`config.mk`:
```
export PLATFORM = sky130hd
export DESIGN_NAME = mtimer
export DESIGN_NICKNAME = d
export VERILOG_FILES = /design/src/rtl/mtimer.sv
export SDC_FILE = /design/constraint.sdc
export NUM_CORES = 1
export LEC_CHECK = 0
export CAP_MARGIN = 20
export CORE_MARGIN = 5
export CORE_UTILIZATION = 40
export CTS_CLUSTER_DIAMETER = 30
export CTS_CLUSTER_SIZE = 28
export DETAILED_ROUTE_END_ITERATION = 10
export PLACE_DENSITY_LB_ADDON = 0.1
export RECOVER_POWER = 25
export SETUP_SLACK_MARGIN = 0.4
export SLEW_MARGIN = 10
export SYNTH_ARGS = -nofsm -noshare
export SYNTH_HDL_FRONTEND = slang
export SYNTH_SLANG_ARGS = --single-unit
```
`constraint.sdc`:
```
create_clock -name clk_i -period 4.8 [get_ports clk_i]
set_clock_uncertainty 0.15 [all_clocks]
set_input_delay 0.72 -clock clk_i [delete_from_list [all_inputs] [get_ports clk_i]]
set_output_delay 0.72 -clock clk_i [all_outputs]
set_load 0.03 [all_outputs]
```
`src/rtl/mtimer.sv`:
```
// mtimer: 64-bit machine timer (mtime/mtimecmp) with level interrupt.
// Define MTIMER_TICK_SYNC_EN to add a 2-flop synchronizer on tick_i.
module mtimer #(
  parameter int unsigned INC_STEP = 1
) (
  input  logic        clk_i,
  input  logic        rst_i,
  input  logic        tick_i,
  input  logic        wr_en_i,
  input  logic        rd_en_i,
  input  logic [1:0]  addr_i,
  input  logic [31:0] wdata_i,
  output logic [31:0] rdata_o,
  output logic        rvalid_o,
  output logic        irq_o
);

  localparam logic [63:0] INC64 = 64'(INC_STEP);

  logic [63:0] mtime;
  logic [63:0] mtimecmp;
  logic [63:0] mtime_nxt;
  logic [63:0] cmp_nxt;

  logic        tick_src;
  logic        tick_q;
  logic        tick_edge;

  logic        sel_time_lo;
  logic        sel_time_hi;
  logic        sel_cmp_lo;
  logic        sel_cmp_hi;

  logic        wr_time_lo;
  logic        wr_time_hi;
  logic        wr_cmp_lo;
  logic        wr_cmp_hi;

  logic [31:0] rd_mux;

`ifdef MTIMER_TICK_SYNC_EN
  logic [1:0]  tick_sync;

  // Two-flop synchronizer, preset high so reset never fakes an edge.
  always_ff @(posedge clk_i) begin
    if (rst_i) begin
      tick_sync <= 2'b11;
    end else begin
      tick_sync <= {tick_sync[0], tick_i};
    end
  end

  assign tick_src = tick_sync[1];
`else
  assign tick_src = tick_i;
`endif

  // Delayed tick copy for rising-edge detection; preset high.
  always_ff @(posedge clk_i) begin
    if (rst_i) begin
      tick_q <= 1'b1;
    end else begin
      tick_q <= tick_src;
    end
  end

  assign tick_edge = tick_src & ~tick_q;

  // One-hot register select from the address.
  always_comb begin
    sel_time_lo = 1'b0;
    sel_time_hi = 1'b0;
    sel_cmp_lo  = 1'b0;
    sel_cmp_hi  = 1'b0;
    unique case (addr_i)
      2'd0: sel_time_lo = 1'b1;
      2'd1: sel_time_hi = 1'b1;
      2'd2: sel_cmp_lo  = 1'b1;
      2'd3: sel_cmp_hi  = 1'b1;
    endcase
  end

  assign wr_time_lo = wr_en_i & sel_time_lo;
  assign wr_time_hi = wr_en_i & sel_time_hi;
  assign wr_cmp_lo  = wr_en_i & sel_cmp_lo;
  assign wr_cmp_hi  = wr_en_i & sel_cmp_hi;

  // Next mtime: a write to either half drops a same-cycle increment.
  always_comb begin
    mtime_nxt = mtime;
    if (tick_edge) begin
      mtime_nxt = mtime + INC64;
    end
    if (wr_time_lo) begin
      mtime_nxt = {mtime[63:32], wdata_i};
    end
    if (wr_time_hi) begin
      mtime_nxt = {wdata_i, mtime[31:0]};
    end
  end

  // Next mtimecmp: only the addressed half changes.
  always_comb begin
    cmp_nxt = mtimecmp;
    if (wr_cmp_lo) begin
      cmp_nxt[31:0] = wdata_i;
    end
    if (wr_cmp_hi) begin
      cmp_nxt[63:32] = wdata_i;
    end
  end

  // Timer and compare registers.
  always_ff @(posedge clk_i) begin
    if (rst_i) begin
      mtime    <= '0;
      mtimecmp <= '1;
    end else begin
      mtime    <= mtime_nxt;
      mtimecmp <= cmp_nxt;
    end
  end

  // Read mux sees pre-write register contents.
  always_comb begin
    rd_mux = 32'd0;
    unique case (addr_i)
      2'd0: rd_mux = mtime[31:0];
      2'd1: rd_mux = mtime[63:32];
      2'd2: rd_mux = mtimecmp[31:0];
      2'd3: rd_mux = mtimecmp[63:32];
    endcase
  end

  // Registered read port; rdata holds between reads.
  always_ff @(posedge clk_i) begin
    if (rst_i) begin
      rdata_o  <= 32'd0;
      rvalid_o <= 1'b0;
    end else begin
      rvalid_o <= rd_en_i;
      if (rd_en_i) begin
        rdata_o <= rd_mux;
      end
    end
  end

  // Interrupt level registered from current register values.
  always_ff @(posedge clk_i) begin
    if (rst_i) begin
      irq_o <= 1'b0;
    end else begin
      irq_o <= (mtime >= mtimecmp);
    end
  end

endmodule

```
# After elaboration in Yosys (flattened, before gate mapping)

Index checks and enable logic that the tools add are counted.

Bits in registers: 163
Word-level logic and storage cells: 34
Input bits: 39
Output and inout port bits: 34

Equal/unequal tests: 4
Bitwise logic cells: 7
Multiplexer cells: 8
Reduce and logical (&&, ||, !) cells: 5
Add/sub/neg operators: 1
Order comparisons: 1

Operators with widths:

| cell                                                   | count |
|---|---|
| two-way mux 64 bit                                     | 3 |
| one-hot mux 32 bit (4 select lines)                    | 1 |
| adder 64 x 1 -> 64 bit (second input constant)         | 1 |
| >= comparator 64 bit                                   | 1 |
| bitwise AND 1 bit                                      | 5 |
| equality test 2 bit (second input constant)            | 2 |
| two-way mux 1 bit                                      | 4 |
| AND reduction 2 bit                                    | 2 |
| nonzero test 2 bit                                     | 2 |
| equality test 2 x 1 -> 1 bit (second input constant)   | 1 |
| zero test 2 bit                                        | 1 |
| inequality test 2 x 1 -> 1 bit (second input constant) | 1 |
| inverter 1 bit                                         | 2 |

# Depth between registers and ports, before layout

Gate-level depths: netlist of run 1.

Depth in word-level cells: 5
Depth in mapped cells: 9
Depth with buffers taken out: 8

# Least setup slack after synthesis of run 1

Ideal clock, no wire load.

Kind: input to register
Start point: in addr_i[1]
End point: reg mtime[20]
Path buffers: 1
Setup time: 0.091 ns
Cell stages on the path: 7
Data arrival time: 2.337 ns
Data required time: 4.559 ns
Slack: 2.222 ns
Cells stage by stage: buf_2 > nor2b_1 > or3_1 > nor3_4 > nand3_1 > or3_1 > a311oi_1

Longest elaborated chain between the ends: 5

RTL lines:

| what                                                                         | RTL line | text |
|---|---|---|
| start: declaration                                                           | 11       | `input logic [1:0] addr_i,` |
| zero test 2 bit / equality test 2 x 1 -> 1 bit (equally long branches)       | 75       | `unique case (addr_i)` |
| two-way mux 1 bit                                                            | 75       |  |
| bitwise AND 1 bit (on tied branches)                                         | 83, 84   |  |
| nonzero test 2 bit (no source line) / inverter 1 bit (equally long branches) | -        |  |
| AND reduction 2 bit (no source line)                                         | -        |  |
| end signal: assignment                                                       | 119      | `mtime <= mtime_nxt;` |
| end: declaration                                                             | 20       | `logic [63:0] mtime;` |

Several ways; a longest one is shown, not always the timed one. The select of a mux whose other input is x is not followed.
A chain may end at the register's enable or synchronous reset.

# Worst setup path in the final report of run 1

Start point: reg mtime[61]
End point: reg irq_o

Longest elaborated chain between the ends: 1

RTL lines:

| what                   | RTL line | text |
|---|---|---|
| >= comparator 64 bit   | 153      | `irq_o <= (mtime >= mtimecmp);` |
| end signal: assignment | 153      |  |
| end: declaration       | 15       | `output logic irq_o` |

No other way between the ends.

==> results.ini, run 1 <==
[outcome]
status=complete, no violations

[synth]
synth_area_leaders=dfxtp_1 35%, ha_1 8.6%, mux4_2 7.6%
syn_area_sq_um=9420
yosysUniqueCellTypes=64
synthesis.nets=1165
ys_seq_area_frac=0.346
ys_seq_elements=163
ys.flop_type=dfxtp_1
synth_area_leader_cell=dfxtp_1
ys_warn_count=0
synth_edf_count=0
async_flop_share=0
synthCells=1061
yosys.area.top_type_share=0.346
avgSynthCellArea_sq_um=8.88

[routing]
wl_um=28600
wl_per_cell_um=19.9
first_pass_iters=5
drt.antenna.violating_nets=0
viasPerCell=5.66
drtIter0Drc=573
drc=0
num_vias=8150

[timing]
slew_viol_final=0
fmax_mhz=283
rsz0062_at_grt=false
relSlewSlack=0.0468
final_hold_viol_count=0
min_period_ns=3.53
fin_tns_setup_ns=0
tightestPinTransition_ns=1.43
setup_viol=0
period_share=0.735

[run]
drv_cap=0

[final_layout]
drive_above_1_share=0.0963
fin_nets=1212
syn_to_final_growth_pct=17.0
antennaDiodeCount=0

[cts]
cts_tree=yes
cts_setup_buffers=0
clockBufferDepth=2
cts_max_level=4
cts_hold_buf=0
clk_latency_ns=0.44
cts_resized=0
cts-root-buf=clkbuf_16
clk_transition_reported_paths_ns=0.06
cts.sinks=163
numCtsBuffers=17

[global_routing]
first_global_vias=7677
grt_pass1_wl_um=45300
antenna_found_initial=0
grt_max_degree=55
gr-total-overflow=0
grt_use_total=0.217

[critical_path]
critical_path_class=reg -> reg
path_buf_inv=0
crit_path_top_delay_cell=nor4_1
cp_data_required_time_ns=5.02
cp-end-kind=register
worstSetupStartpointType=register
critical_path_arrival_ns=3.75
path_delay_family=simple AND/OR/NAND/NOR gates
cpMostUsedCell=nor4_1
cp_max_fo=7
crit_chain=ha_1 > nand4_1 > nor4_1 > nand3_1 > nor4_1 > o311ai_0 > nand2_1
r2r_setup_slack_ns=1.27
cp_slowest_stage_delay_ns=0.94

[floorplanning]
start_util=0.404
core_area_sq_um=23300
die_h_um=163
fp.dieArea_sq_um=26700
num_io_pins=73
die_x_um=163
num_rows=56

[power]
leakage_nw=4.58
ir_worst_vdd_mv=0.158
power_mw=3.42
power_density_nw_per_um2=311

[place]
port_buffers=72
hpwl_um=20800
place.gp.congestion=0.834

[hold_path]
hold_path.class=reg -> reg

-- layer usage --
| layer | global-route usage | vias up | routed length (um) |
|---|---|---|---|
| met5 | 0 | - | 0 |
| met4 | 0.0499 | 0 | 313 |
| met3 | 0.0411 | 25 | 1410 |
| met2 | 0.338 | 216 | 13000 |
| met1 | 0.313 | 3934 | 13900 |
| li1 | - | 3975 | - |
-- final timing paths --
check | from | endpoint | depth (start not counted)
setup reg to reg | mtime[61] | irq_o | 7
setup / recovery | mtime[61] | irq_o | 7
hold reg to reg | rdata_o[16] | rdata_o[16] | 2
hold / removal | rdata_o[16] | rdata_o[16] | 2
-- synthesized netlist by cell type (2+ instances only) --
| library cell | count |
|---|---|
| dfxtp_1 | 163 |
| nand2_1 | 121 |
| nor2_1 | 100 |
| inv_1 | 74 |
| o211ai_1 | 66 |
| ha_1 | 65 |
| a21oi_1 | 46 |
| clkbuf_1 | 44 |
| mux2i_1 | 44 |
| nand3_1 | 36 |
| mux4_2 | 32 |
| a211oi_1 | 30 |
| nand4_1 | 30 |
| xnor2_1 | 18 |
| xor2_1 | 18 |
| a22oi_1 | 16 |
| o21ai_0 | 15 |
| nor3_1 | 14 |
| o22ai_1 | 13 |
| nor4_1 | 12 |
| buf_1 | 11 |
| and3_1 | 10 |
| a21o_1 | 6 |
| and4_1 | 5 |
| or3_1 | 5 |
| a221oi_1 | 4 |
| and2_1 | 4 |
| buf_2 | 4 |
| nand2b_1 | 4 |
| nor2b_1 | 4 |
| nor4_2 | 4 |
| a311oi_1 | 3 |
| nand3_2 | 3 |
| nor4b_1 | 3 |
| a221o_1 | 2 |
| mux2_2 | 2 |
| o311ai_0 | 2 |
| o31a_1 | 2 |
-- where the power goes --
| part | internal, mW | total [mW] | switching (mW) |
|---|---|---|---|
| registers | 1.43 | 1.51 | 0.0798 |
| logic | 0.209 | 0.472 | 0.263 |
| clock network | 0.840 | 1.44 | 0.603 |
-- tightest hold or removal path, stage by stage, from the launching register on --
cell	delay, ns
dfxtp_1	0.33
mux2i_1	0.06
nor2_1	0.07
-- stage by stage --
| stage | cells | worst slack (ns) | hold slack, ns | util | instance area (sq um) |
|---|---|---|---|---|---|
| after floorplan | 1061 | 2.22 | 0.313 | - | 9420 |
| after global placement | 1408 | 1.19 | 0.322 | 0.447 | 10400 |
| after detailed placement | 1408 | 1.05 | 0.331 | 0.447 | 10400 |
| after CTS | 1440 | 1.47 | 0.347 | 0.473 | 11000 |
| after global routing | 1440 | 1.01 | 0.372 | 0.473 | 11000 |
| final | 1440 | 1.27 | 0.342 | 0.473 | 11000 |
-- cell usage in the layout (no fill, tap or decap), types with 12 or more instances in the layout --
| master | count |
|---|---|
| nor3_1 | 14 |
| inv_1 | 73 |
| buf_4 | 15 |
| a22oi_1 | 16 |
| clkbuf_16 | 17 |
| nand2_1 | 121 |
| xnor2_1 | 18 |
| nor4_1 | 12 |
| o22ai_1 | 13 |
| nor2_1 | 99 |
| nand3_1 | 36 |
| o21ai_0 | 15 |
| nand4_1 | 30 |
| a211oi_1 | 30 |
| xor2_1 | 18 |
| o211ai_1 | 66 |
| dfxtp_1 | 163 |
| mux4_2 | 32 |
| clkdlybuf4s50_1 | 67 |
| mux2i_1 | 44 |
| a21oi_1 | 46 |
| ha_1 | 65 |
-- sequential cells by signal (all words and copies together), names as in the netlist --
signal    count
rdata_o      32
tick_q        1
mtimecmp     64
mtime        64
rvalid_o      1
irq_o         1
-- cell type report --
type / instances / area (sq um)
clock buffer: 22 / 494
clock inverter: 10 / 123
fill: 2259 / 12300
inverter: 74 / 278
multi-input combinational: 764 / 5660
sequential: 163 / 3260
tap: 319 / 399
timing repair buffer: 88 / 815
-- kinds of logic (layout without fill, tap and decap cells) --
family,Yosys count,count (layout),share of synthesized area
AOI/OAI and AO/OA,215,215,0.157
xor gates and xnor gates,36,36,0.0335
adders and majority gates,65,65,0.0863
buffers and inverters,134,194,0.0543
DFF,163,163,0.346
muxes,79,79,0.127
and+or+nand+nor,369,369,0.195
No activity file was read; power rests on OpenSTA's default activity.
==> run 2: changes to the inputs <==
- clock period: 4.8 -> 3.07 ns (I/O delays scaled with it)
==> run 2 against run 1 <==
The flow now finishes with violations (max-capacitance violations, max-slew violations). Setup slack lost 0.84 ns. Fmax grew 34%. Via count grew 3.4%. Flip-flop and latch count is the same. Combinational power grew 72%. Clock-buffer cell count is the same. Critical endpoint is now mtime[54].
==> results.ini, run 2 (same netlist as run 1, synthesis figures left out) <==
[power]
power_mw=5.30
leakage_nw=4.90
power_density_nw_per_um2=459
ir_worst_vdd_mv=0.236

[global_routing]
grt_max_degree=64
antenna_found_initial=0
grt_pass1_wl_um=47100
gr-total-overflow=0
first_global_vias=8007
grt_use_total=0.227

[floorplanning]
core_area_sq_um=23300
num_rows=56
start_util=0.404
die_x_um=163
die_h_um=163
num_io_pins=73
fp.dieArea_sq_um=26700

[routing]
num_vias=8428
drtIter0Drc=570
drc=0
wl_met1_um=14500
first_pass_iters=5
wl_um=30000
route.met3.wl_um=1540
wl_met2_um=13400
wl_per_cell_um=20.0
top_layer=met4
drt.antenna.violating_nets=0
viasPerCell=5.62

[place]
dp_cells=1464
hpwl_um=21700
place.gp.congestion=0.881
port_buffers=72

[critical_path]
critical_path_class=reg -> reg
crit_path_top_delay_cell=nor4_4
crit_chain=ha_2 > nand4_1 > nor4_4 > nand3_4 > nor4_1 > mux2i_1 > o22ai_1
cp-end-kind=register
timing.rr.start=mtime[0]
cp_max_fo=10
critical_path_arrival_ns=2.77
cp_data_required_time_ns=3.20
path_buf_inv=0
crit_path_start=mtime[0]
worstSetupStartpointType=register
cp_slowest_stage_delay_ns=0.49
path_delay_family=simple AND/OR/NAND/NOR gates

[final_layout]
layout_commonest_cell=dfxtp_1
drive_above_1_share=0.153
fin_nets=1273
final_cells=1500
final_cell_mix=160 x dfxtp_1, 121 x nand2_1, 99 x nor2_1
reg_top3=mtime: 64 flops, mtimecmp: 64 flops, rdata_o: 32 flops
antennaDiodeCount=0
syn_to_final_growth_pct=22.6

[timing]
min_period_ns=2.64
slew_viol_final=26
relSlewSlack=-0.110
tightestPinTransition_ns=1.67
fin_tns_setup_ns=0
fmax_mhz=379
rsz0062_at_grt=false
final_hold_viol_count=0
setup_viol=0
period_share=0.860

[hold_path]
min-delay-start=rdata_o[11]
hold_path.class=reg -> reg

[cts]
numCtsBuffers=17
clockBufferDepth=2
cts_hold_buf=0
clk_latency_ns=0.43
clk_transition_reported_paths_ns=0.07
cts_tree=yes
cts.sinks=163
cts-root-buf=clkbuf_16
cts_max_level=4

[outcome]
violations=max-capacitance violations, max-slew violations
status=complete, but fails checks

[run]
drv_cap=1

## run 2: changes by cell type in the layout (fill, tap and decap cells not counted), sizes merged
cell	previous run	this run
buf	17	77
dlygate4sd3	1	2
clkbuf	25	26
clkdlybuf4s50	67	66
inv	75	74
## run 2: worst min-delay path, delay by kind of cell (launching register included)
family | cells | cell delay (ns)
flops | 1 | 0.33
mux | 1 | 0.06
simple gates | 1 | 0.07
## run 2: power breakdown
part,total [mW],internal (mW),switching [mW]
Sequential,2.34,2.24,0.101
Clock,2.15,1.23,0.918
Combinational,0.813,0.362,0.450
## run 2: stage by stage
stage	cell area [sq um]	util	hold WS [ns]	setup WS [ns]
global route	11600	0.495	0.365	0.258
detailed placement	10900	0.467	0.333	0.196
floorplan	9420	-	0.313	0.717
finish	11600	0.495	0.341	0.429
CTS	11500	0.492	0.350	0.426
global placement	10900	0.467	0.323	0.190
## run 2: path summary, 6_finish.rpt
kind | end | cells past startpoint | slack [ns]
setup / recovery | mtime[54] | 7 | 0.43
hold / removal | rdata_o[11] | 2 | 0.34
hold reg to reg | rdata_o[11] | 2 | 0.34
setup reg to reg | mtime[54] | 7 | 0.43
## run 2: cell type report
type / count / area (sq um)
fillers: 2271 / 11800
multi-input cells: 764 / 5730
flip-flops and latches: 163 / 3270
repair buffers: 149 / 1310
clock buffers: 22 / 464
well taps: 319 / 399
inverters: 74 / 278
clock inverters: 9 / 106
## run 2: routing by layer
| layer | track usage | up-vias |
|---|---|---|
| li1 | - | 4097 |
| met2 | 0.349 | 230 |
| met4 | 0.0640 | 0 |
| met5 | 0 | - |
| met1 | 0.334 | 4065 |
| met3 | 0.0310 | 36 |
## run 2: what timing repair did
item / in CTS / in global routing
pin swaps: 1 / 5
setup endpoints to repair: 10 / 18
endpoints found under the hold margin: 0 / 0
resized for setup: 3 / 14
setup buffers: 0 / 5
